==> src/rtl/dlx_pkg.sv <==
// Shared DLX definitions: opcodes, ALU operations, fetch-stage state and defaults.
// Instruction words use big-endian bit numbering, so the opcode is word[0:5].
package dlx_pkg;

  localparam logic [0:31] ResetVectorDefault = 32'h0000_0000;

  localparam logic [0:5] OpJ    = 6'h02;
  localparam logic [0:5] OpJal  = 6'h03;
  localparam logic [0:5] OpBeqz = 6'h04;
  localparam logic [0:5] OpBnez = 6'h05;
  localparam logic [0:5] OpAddi = 6'h08;
  localparam logic [0:5] OpTrap = 6'h11;
  localparam logic [0:5] OpJr   = 6'h12;
  localparam logic [0:5] OpJalr = 6'h13;

  typedef enum logic [3:0] {
    AluAdd, AluSub, AluAnd, AluOr, AluXor, AluSll, AluSrl, AluSra, AluSlt
  } alu_op_e;

  typedef enum logic [1:0] {StFetch, StHold, StHalt} fetch_state_e;

  function automatic logic [0:5] opcode_of(input logic [0:31] word);
    return word[0:5];
  endfunction

endpackage

==> src/rtl/next_pc_calc.sv <==
// Combinational next-PC selection for the fetch stage. The PC is never masked, so the
// low alignment bits pass through the 32-bit modulo adds untouched.
module next_pc_calc (
  input  logic [0:31] pc,
  input  logic [0:25] offset,
  input  logic        branch,
  input  logic        jump,
  input  logic        jump_use_reg,
  input  logic        branch_taken,
  input  logic [0:31] jump_reg_val,
  output logic [0:31] pc_plus4,
  output logic [0:31] next_pc
);

  logic [0:31] off26_sext;
  logic [0:31] off16_sext;

  assign pc_plus4   = pc + 32'd4;
  assign off26_sext = {{6{offset[0]}}, offset};
  assign off16_sext = {{16{offset[10]}}, offset[10:25]};

  always_comb begin
    next_pc = pc_plus4;
    if (jump && jump_use_reg) begin
      next_pc = jump_reg_val;
    end else if (jump) begin
      next_pc = pc_plus4 + off26_sext;
    end else if (branch && branch_taken) begin
      next_pc = pc_plus4 + off16_sext;
    end
  end

endmodule

==> src/rtl/instr_fetch.sv <==
// Instruction fetch stage: requests a word from imem, holds it for the datapath until
// retired, then advances the PC. Retiring a TRAP parks the stage until reset.
module instr_fetch
  import dlx_pkg::*;
#(
  parameter logic [0:31] RESET_VECTOR = ResetVectorDefault
) (
  input  logic        clk,
  input  logic        rst_n,
  output logic        imem_req,
  output logic [0:31] imem_addr,
  input  logic        imem_ack,
  input  logic [0:31] imem_rdata,
  output logic [0:31] instr,
  output logic        instr_valid,
  input  logic        instr_ready,
  output logic [0:31] pc_out,
  output logic [0:31] pc_plus4,
  input  logic        BRANCH,
  input  logic        JUMP,
  input  logic        JUMP_USE_REG,
  input  logic        branch_taken,
  input  logic [0:31] jump_reg_val,
  output logic        halted,
  output logic [0:31] retired_cnt
);

  fetch_state_e state_q, state_d;
  logic [0:31]  pc_q, pc_d;
  logic [0:31]  instr_q, instr_d;
  logic [0:31]  cnt_q, cnt_d;
  logic [0:31]  next_pc;
  logic [0:31]  pc_inc;

  next_pc_calc u_next_pc_calc (
    .pc           (pc_q),
    .offset       (instr_q[6:31]),
    .branch       (BRANCH),
    .jump         (JUMP),
    .jump_use_reg (JUMP_USE_REG),
    .branch_taken (branch_taken),
    .jump_reg_val (jump_reg_val),
    .pc_plus4     (pc_inc),
    .next_pc      (next_pc)
  );

  always_comb begin
    state_d     = state_q;
    pc_d        = pc_q;
    instr_d     = instr_q;
    cnt_d       = cnt_q;
    imem_req    = 1'b0;
    instr_valid = 1'b0;
    unique case (state_q)
      StFetch: begin
        imem_req = 1'b1;
        if (imem_ack) begin
          instr_d = imem_rdata;
          state_d = StHold;
        end
      end
      StHold: begin
        instr_valid = 1'b1;
        // Control inputs only matter here, on the retire cycle.
        if (instr_ready) begin
          cnt_d = cnt_q + 32'd1;
          if (opcode_of(instr_q) == OpTrap) begin
            state_d = StHalt;
          end else begin
            pc_d    = next_pc;
            state_d = StFetch;
          end
        end
      end
      StHalt: ;
      default: state_d = StFetch;
    endcase
    // Handshake outputs are quiet for the whole reset cycle.
    if (!rst_n) begin
      imem_req    = 1'b0;
      instr_valid = 1'b0;
    end
  end

  always_ff @(posedge clk) begin
    if (!rst_n) begin
      state_q <= StFetch;
      pc_q    <= RESET_VECTOR;
      instr_q <= '0;
      cnt_q   <= '0;
    end else begin
      state_q <= state_d;
      pc_q    <= pc_d;
      instr_q <= instr_d;
      cnt_q   <= cnt_d;
    end
  end

  assign imem_addr   = pc_q;
  assign instr       = instr_q;
  assign pc_out      = pc_q;
  assign pc_plus4    = pc_inc;
  assign halted      = (state_q == StHalt);
  assign retired_cnt = cnt_q;

endmodule

==> config.mk <==
export PLATFORM = sky130hd
export DESIGN_NAME = instr_fetch
export DESIGN_NICKNAME = d
export VERILOG_FILES = /design/src/rtl/dlx_pkg.sv /design/src/rtl/next_pc_calc.sv /design/src/rtl/instr_fetch.sv
export SDC_FILE = /design/constraint.sdc
export NUM_CORES = 1
export LEC_CHECK = 0
export CAP_MARGIN = 25
export CORE_ASPECT_RATIO = 0.5
export CORE_MARGIN = 2
export CORE_UTILIZATION = 53
export DETAILED_ROUTE_END_ITERATION = 16
export PLACE_DENSITY = 0.88
export SLEW_MARGIN = 25
export SYNTH_ARGS = -nofsm -noshare
export SYNTH_HDL_FRONTEND = slang
export SYNTH_HIERARCHICAL = 1
export SYNTH_SLANG_ARGS = --single-unit
==> constraint.sdc <==
create_clock -name clk -period 8.2 [get_ports clk]
set_clock_uncertainty 0.2 [all_clocks]
set_input_delay 1.64 -clock clk [delete_from_list [all_inputs] [get_ports clk]]
set_output_delay 1.64 -clock clk [all_outputs]
set_load 0.05 [all_outputs]
Word level (Yosys, flattened, before mapping)
Cells that the tools add are included.

$add $sub $neg: 4. Eq/ne operators: 5. Multiplexer cells: 11. Bitwise logic cells: 2. Reduce and logical (&&, ||, !) cells: 7.

Operators by type and width (count): $mux 32 (3); $add 32x32->32 (2); $add 32x1->32 const B (1); $add 32x3->32 const B (1); $eq 6x5->1 const B (1); $mux 2 (3); $pmux 2 s3 (1); $reduce_and 3->1 (2); $mux 1 (4); $ne 2x2->1 const B (2); $reduce_and 2->1 (2); $eq 2x1->1 const B (1); $eq 2x2->1 const B (1); $logic_and 1x1->1 (2); $logic_not 2->1 (1); $not 1->1 (2).

Flip-flop bits (word level): 98. Input port bits: 72. Output and inout port bits: 163. Word-level logic and storage cells: 33.

Logic depth before layout (Yosys ltp)
Gate-level depths: netlist of run 1.

Depth after elaboration: 5. Depth in mapped cells: 18. Depth with buffers taken out: 18.

Modules after synthesis
The synthesis of run 1 kept the hierarchy.

Modules (own cells, without submodules): instr_fetch (instances 1, cells each 511, area each 4083.9 um^2, sequential area each 1961.9 um^2); next_pc_calc (instances 1, cells each 595, area each 3963.8 um^2, sequential area each 0.0 um^2).

Least setup slack after synthesis of run 1
OpenSTA, ideal clock, no wires.

Path type: register -> register. Start: reg pc_q (netlist bit imem_addr[29]). End: reg pc_q (netlist bit imem_addr[0]). Library setup time: 132 ps. Data arrival time: 4820 ps. Required time: 7868 ps. Slack: 3048 ps. Cell stages (with the launch flop): 19. Path buffers: 0. Period minus slack after synthesis: 5152 ps. Cells stage by stage: dfxtp_1 ha_1 nand4_1 nor2_1 nand2_1 nor2_1 xor2_1 ha_1 a21oi_2 o21bai_1 a2111oi_2 nor3_1 a22oi_1 a31oi_2 a21o_1 a2111oi_2 nor4_2 nand2_1 a21oi_1.

Cells in the longest elaborated chain, start to end: 5. Elaborated cells between the ends (all ways): 6. Classes of those cells: 3 x add/sub; 3 x mux.

RTL lines: start: declaration (RTL line instr_fetch.sv:29) `logic [0:31] pc_q, pc_d;`; start signal: assignment (RTL line instr_fetch.sv:93) `pc_q <= pc_d;`; $add 32x3->32 * (RTL line next_pc_calc.sv:18) `assign pc_plus4 = pc + 32'd4;`; net pc_plus4, one bit (RTL line instr_fetch.sv:18) `output logic [0:31] pc_plus4,`; $add 32x32->32 (RTL line next_pc_calc.sv:29) `next_pc = pc_plus4 + off16_sext;`; $mux 32 (RTL line next_pc_calc.sv:28) `end else if (branch && branch_taken) begin`; $mux 32 * (RTL line next_pc_calc.sv:26) `end else if (jump) begin`; $mux 32 * (RTL line next_pc_calc.sv:24) `if (jump && jump_use_reg) begin`; net next_pc, one bit (RTL line instr_fetch.sv:32) `logic [0:31] next_pc;`.

Mark *: on every way through the listed nets, which the timed path passes. The rest lies on a longest branch. A chain may end at the register's enable or synchronous reset.

Worst setup path in the final report of run 1
Start: reg pc_q (netlist bit imem_addr[29]). End: out pc_plus4[5] (netlist bit).

Cells in the longest elaborated chain, start to end: 1.

RTL lines (RTL line): $add 32x3->32 (next_pc_calc.sv:18); end: declaration (instr_fetch.sv:18).

Every way passes these cells.

==> results of run 1 <==
-- final timing paths --
kind | from | to | slack, ps | cells after the start
max | imem_addr[29] | pc_plus4[5] | 2620 | 8
min reg2reg | instr[1] | instr[1] | 280 | 2
min | instr[1] | instr[1] | 280 | 2
max reg2reg | imem_addr[29] | imem_addr[0] | 3050 | 18
-- layout make-up --
class                           count  area, um^2  area share
Clock buffer                        9         225      0.0214
Clock inverter                      7        75.1     0.00712
Inverter                           25        93.8     0.00890
Multi-Input combinational cell    898        5530       0.525
Sequential cell                    98        1960       0.186
Tap cell                          198         248      0.0235
Timing Repair Buffer              242        2400       0.228
-- registers in the layout, summed over array words and instances (netlist names) --
name,count
instr,32
imem_addr,32
state_q,2
retired_cnt,32
-- synth_stat cells, types with 12 or more instances --
master	number
dfxtp_1	98
o21ai_0	42
or4_1	12
or3_1	13
nand2_1	213
inv_1	24
a21o_1	18
nor2_1	78
buf_4	35
xor2_1	25
a21oi_1	150
clkbuf_1	45
ha_1	52
nand2b_1	15
nor3_1	16
xnor2_1	47
nand4_1	23
nand3_1	29
-- routing by layer --
layer / up-vias / wire length, um / GRT usage
li1: 4260 / - / -
met1: 4304 / 12100 / 0.447
met2: 456 / 13100 / 0.573
met3: 73 / 2110 / 0.0540
met4: 0 / 861 / 0.114
met5: - / 0 / 0
-- worst register-to-register path, cell delays in order (launching register included) --
cell and delay (ps):
dfxtp_1 460, ha_1 260, nand4_1 230, nor2_1 470, nand2_1 170, nor2_1 170, xor2_1 500, ha_1 430
a21oi_2 190, o21bai_1 120, a2111oi_2 370, nor3_1 120, a22oi_1 260, a31oi_2 170, a21o_1 230, a2111oi_2 420
nor4_2 90, nand2_1 70, a21oi_1 60
-- metrics by stage --
| step | setup slack (ps) | cell area (um^2) | instances | power [W] | hold WS, ps |
|---|---|---|---|---|---|
| after floorplan | 3050 | 8050 | 1106 | 0.000771 | 387 |
| after CTS | 2730 | 10500 | 1477 | 0.00133 | 284 |
| final | 2620 | 10500 | 1477 | 0.00133 | 283 |
| after global routing | 2450 | 10500 | 1477 | 0.00138 | 302 |
| after global placement | 2890 | 10200 | 1461 | 0.000893 | 256 |
| after detailed placement | 2860 | 10200 | 1461 | 0.000899 | 272 |
-- placed cells by master (no fill, tap or decap), drive strengths merged, types with 4 or more instances in the layout --
cell type	count
clkdlybuf4s50	234
nand2	213
a21oi	153
dfxtp	98
nor2	78
ha	52
xnor2	47
o21ai	46
nand3	29
xor2	26
inv	26
nand4	25
a21o	20
nor3	20
nand2b	15
or3	13
or4	13
a211oi	12
o31ai	10
clkbuf	9
mux2i	8
buf	8
o21bai	8
a31oi	8
and3	8
o22ai	7
o21a	7
and4	5
a41oi	5
o211ai	5
nor4	5
and2	4
or2	4
a2111oi	4
clkinv	4
-- logic make-up (layout without fill, tap and decap cells) --
kind of cell,Yosys count,in the layout
simple gates,448,448
compound gates,313,313
buf+inv,110,283
flops,98,98
xor+xnor,73,73
fa+ha+maj,53,53
mux,11,11
-- where the power goes --
group          internal, W  switching [W]  leakage, nW
sequential        0.000491      0.0000208        0.796
combinational     0.000140       0.000242         3.03
clock             0.000215       0.000219        0.141
==> flow_metrics.tcl, run 1 <==
set metrics [dict create \
    status "completed" \
    synth_top_family_by_area "simple AND/OR/NAND/NOR gates" \
    yosys.area_share.adder 0.0833 \
    drive_gt1_frac 0.0461 \
    wl_um 28200 \
    crit_type "flip-flop to output pin" \
    cp_cell_sequence "ha_1 -> nand4_1 -> nor2_1 -> nand2_1 -> nor3_2 -> nand3_1 -> xnor2_1 -> clkdlybuf4s50_1" \
    htree_levels 3 \
    grt_pass1_wl_um 44600 \
    arrival_ps 3740 \
    die-area_mm2 0.0162 \
    ioPinCount 235 \
    wl_per_cell_um 19.1 \
    initial_core_util 0.549 \
    root_buffer "clkbuf_16" \
    utilization 0.719 \
    fmax_mhz 179 \
    synth_edf_count 0 \
    muxShareOfSynthArea 0.0141 \
    ys_seq_area_frac 0.244 \
    finalSetupTns_ps 0 \
    hold_viol 0 \
    path_max_fanout 7 \
    min_path_type "flip-flop to flip-flop" \
    period_needed_ps 5580 \
    track_usage 0.342 \
    power.leakage_nw 3.96 \
    synth.top_cell.area_share 0.244 \
    place.gp.congestion 0.987 \
    syn-cell-area_mm2 0.00805 \
    syn-num-nets 1231 \
    cts_num_sinks 98 \
    synth_xor_xnor_area_share 0.0804 \
    ys_top_cells_by_area "dfxtp_1 24%, nand2_1 9.9%, a21oi_1 9.3%" \
    synth.ff_latch_count 98 \
    grt_antenna_before_repair 0 \
    avgSynthCellArea_um2 7.28 \
    drc 0 \
    powerDensity_mw_per_mm2 126 \
    nets 1399 \
    ir_worst_vdd_mv 0.108 \
    die_y_um 91.1 \
    synth_cells 1106 \
    worst_slew_pin_slew_ps 922 \
    holdBufCountCts 0 \
    grt_pass1_vias 8428 \
    port_buffers 234 \
    ys_types 84 \
    yosys.area_share.simple 0.266 \
    clk_latency_ps 350 \
    viasPerCell 6.16 \
    cts_setup_buffers 0 \
    dr_total_vias 9093 \
    grt_max_degree 48 \
    maxSlewViolCount 0 \
    syn_to_final_growth_pct 31.0 \
    crit_path_end_kind "output pin" \
    slowest_stage "clkdlybuf4s50_1" \
    cts_buffers 9 \
    slew_headroom 0.384 \
    synthArstFlopShare 0 \
    hpwlAfterDp_um 21700 \
    drt-pass1-iter-count 5 \
    clock_path_buffers 2 \
    dieWidth_um 178 \
    synth_area_leader_cell "dfxtp_1" \
    cp.buffers_inverters 1 \
    cts_resized 0 \
    ys.flop_type "dfxtp_1" \
    startpoint_type "flip-flop" \
    setup-violations-final 0 \
    cts_tree "done" \
    drtAntennaViolNets 0 \
    crit_family "simple AND/OR/NAND/NOR gates" \
    fp-row-count 31 \
    drv_cap 0 \
    synth_compound_area_frac 0.242 \
    drtIter0Drc 771 \
    finalCritPeriodShare 0.681 \
    core_mm2 0.0147 \
    grt_overflow 0 \
    fillers 1207 \
    critPathRequiredTime_ps 6360 \
    yosysWarnings 6 \
    insertedDiodeCount 0 \
    clk_pin_slew_ps 80 \
    critPathMaxStageDelay_ps 900 \
    rsz0062_at_grt "false" \
]
Power figures use the tool's default switching activity.
==> run 2: changes to the inputs <==
CORE_UTILIZATION = 44   (was 53)
PLACE_DENSITY = 0.78   (was 0.88)
clock period = 5.1 ns   (was 8.2 ns; I/O delays follow)
==> run 2 against run 1 <==
Hold slack got worse by 7.5 ps. Core utilization decreased by 11 points. Critical path depth unchanged. Final cell count increased by 3.0%. Non-clock buffer count increased by 8. Power increased by 62%. Design area increased by 1.2%. Largest cell class unchanged. Largest power group unchanged.
==> flow_metrics.tcl, run 2 (synthesis results as in run 1) <==
set metrics [dict create \
    status "completed" \
    cts_setup_buffers 0 \
    fillers 1635 \
    track_usage 0.273 \
    holdBufCountCts 0 \
    multiInputGateArea_mm2 0.00554 \
    final-seq-area_mm2 0.00196 \
    clk_pin_slew_ps 90 \
    die_y_um 99.6 \
    fin_area_mm2 0.0107 \
    viasPerCell 5.80 \
    hold_viol 0 \
    core_mm2 0.0177 \
    place.gp.congestion 0.945 \
    cp.buffers_inverters 1 \
    r2r-end "imem_addr[0]" \
    finalCritPeriodShare 0.968 \
    htree_levels 3 \
    die-area_mm2 0.0195 \
    path_max_fanout 7 \
    cts_buffers 9 \
    fp-row-count 34 \
    critPathRequiredTime_ps 3880 \
    cts_num_sinks 98 \
    slew_headroom 0.500 \
    drc 0 \
    dp_slack_ps 513 \
    wl_per_cell_um 18.0 \
    initial_core_util 0.456 \
    setup.worst_path.start "imem_addr[29]" \
    drtIter0Drc 627 \
    dr_total_vias 8815 \
    powerDensity_mw_per_mm2 202 \
    cp_cell_sequence "ha_1 -> nand4_1 -> nor2_1 -> nand2_1 -> nor3_2 -> nand3_1 -> xnor2_1 -> clkdlybuf4s50_1" \
    grt_pass1_wl_um 42800 \
    drive_gt1_frac 0.0528 \
    wl_um 27300 \
    crit_family "simple AND/OR/NAND/NOR gates" \
    slowest_stage "clkdlybuf4s50_1" \
    r2r_cells 18 \
    drtAntennaViolNets 0 \
    startpoint_type "flip-flop" \
    met2_usage 0.465 \
    crit_path_end_kind "output pin" \
    power.leakage_nw 4.02 \
    final_common_cell "clkdlybuf4s50_1" \
    drt-pass1-iter-count 5 \
    min_path_type "flip-flop to flip-flop" \
    gr-max-usage-layer "met2" \
    rrSetupSlack_ps 350 \
    crit_end "pc_plus4[1]" \
    ioPinCount 235 \
    cts_tree "done" \
    nets 1407 \
    port_buffers 234 \
    crit_type "flip-flop to output pin" \
    clock_path_buffers 2 \
    rsz0062_at_grt "false" \
    maxSlewViolCount 0 \
    ir_worst_vdd_mv 0.163 \
    fmax_mhz 203 \
    arrival_ps 3710 \
    dieWidth_um 195 \
    hpwlAfterDp_um 21300 \
    grt_max_degree 54 \
    drv_cap 0 \
    insertedDiodeCount 0 \
    setup-violations-final 0 \
    worst_slew_pin_slew_ps 749 \
    grt_antenna_before_repair 0 \
    period_needed_ps 4930 \
    finalSetupTns_ps 0 \
    root_buffer "clkbuf_16" \
    grtUsageMet1 0.349 \
    grt_overflow 0 \
    critPathMaxStageDelay_ps 910 \
    placed_cell_area_mm2 0.0104 \
    setup_ws_ps 165 \
    final_cell_mix "234 x clkdlybuf4s50_1, 213 x nand2_1, 150 x a21oi_1" \
    grt_pass1_vias 8298 \
    cts_resized 0 \
    worst-path-stages 8 \
    grt.met3_usage 0.0485 \
    regToRegStartpoint "imem_addr[29]" \
    syn_to_final_growth_pct 32.6 \
    whs_ps 275 \
    clk_latency_ps 360 \
]
## run 2: cell types whose count changed in the layout (fill, tap and decap cells not counted)
cell	change
buf_4	+7
clkinv_4	+3
clkinvlp_4	-2
buf_12	+1
clkinv_2	-1
xor2_1	-1
xor2_2	+1
## run 2: through the flow
step	power [W]	cells	util
final	0.00216	1521	0.604
after global routing	0.00224	1521	0.604
after CTS	0.00216	1521	0.604
after detailed placement	0.00145	1505	0.587
after global placement	0.00144	1505	0.587
after floorplan	0.00124	1106	-
## run 2: worst min-delay path by stage
stage	from	cells after the start	slack [ps]	endpoint
floorplan	state_q[1]	2	390	state_q[0]
global placement	retired_cnt[0]	2	260	retired_cnt[0]
detailed placement	instr[0]	2	260	instr[0]
CTS	instr[0]	2	270	instr[0]
global route	instr[28]	2	310	instr[28]
finish	instr[0]	2	280	instr[0]
## run 2: cell type report
type | instances | area share
Multi-Input combinational cell | 898 | 0.519
Timing Repair Buffer | 250 | 0.232
Sequential cell | 98 | 0.184
Tap cell | 234 | 0.0274
Clock buffer | 9 | 0.0211
Inverter | 25 | 0.00879
Clock inverter | 7 | 0.00762
## run 2: per-layer routing
layer | vias to the layer above | routed length (um)
met5 | - | 0
met1 | 4145 | 12100
met2 | 335 | 12700
li1 | 4277 | -
met3 | 58 | 1730
met4 | 0 | 826
## run 2: worst reg2reg max path: stages (launching register included)
cell	delay [ps]
dfxtp_1	450
ha_1	250
nand4_1	230
nor2_1	420
nand2_1	170
nor2_1	210
xor2_2	250
ha_1	350
a21oi_2	190
o21bai_1	120
a2111oi_2	380
nor3_1	120
a22oi_1	280
a31oi_2	160
a21o_1	220
a2111oi_2	390
nor4_2	90
nand2_1	70
a21oi_1	60
## run 2: power by group
group	switching [W]	internal, W	total (W)
logic	0.000382	0.000229	0.000611
registers	0.0000359	0.000790	0.000825
clock network	0.000368	0.000350	0.000719
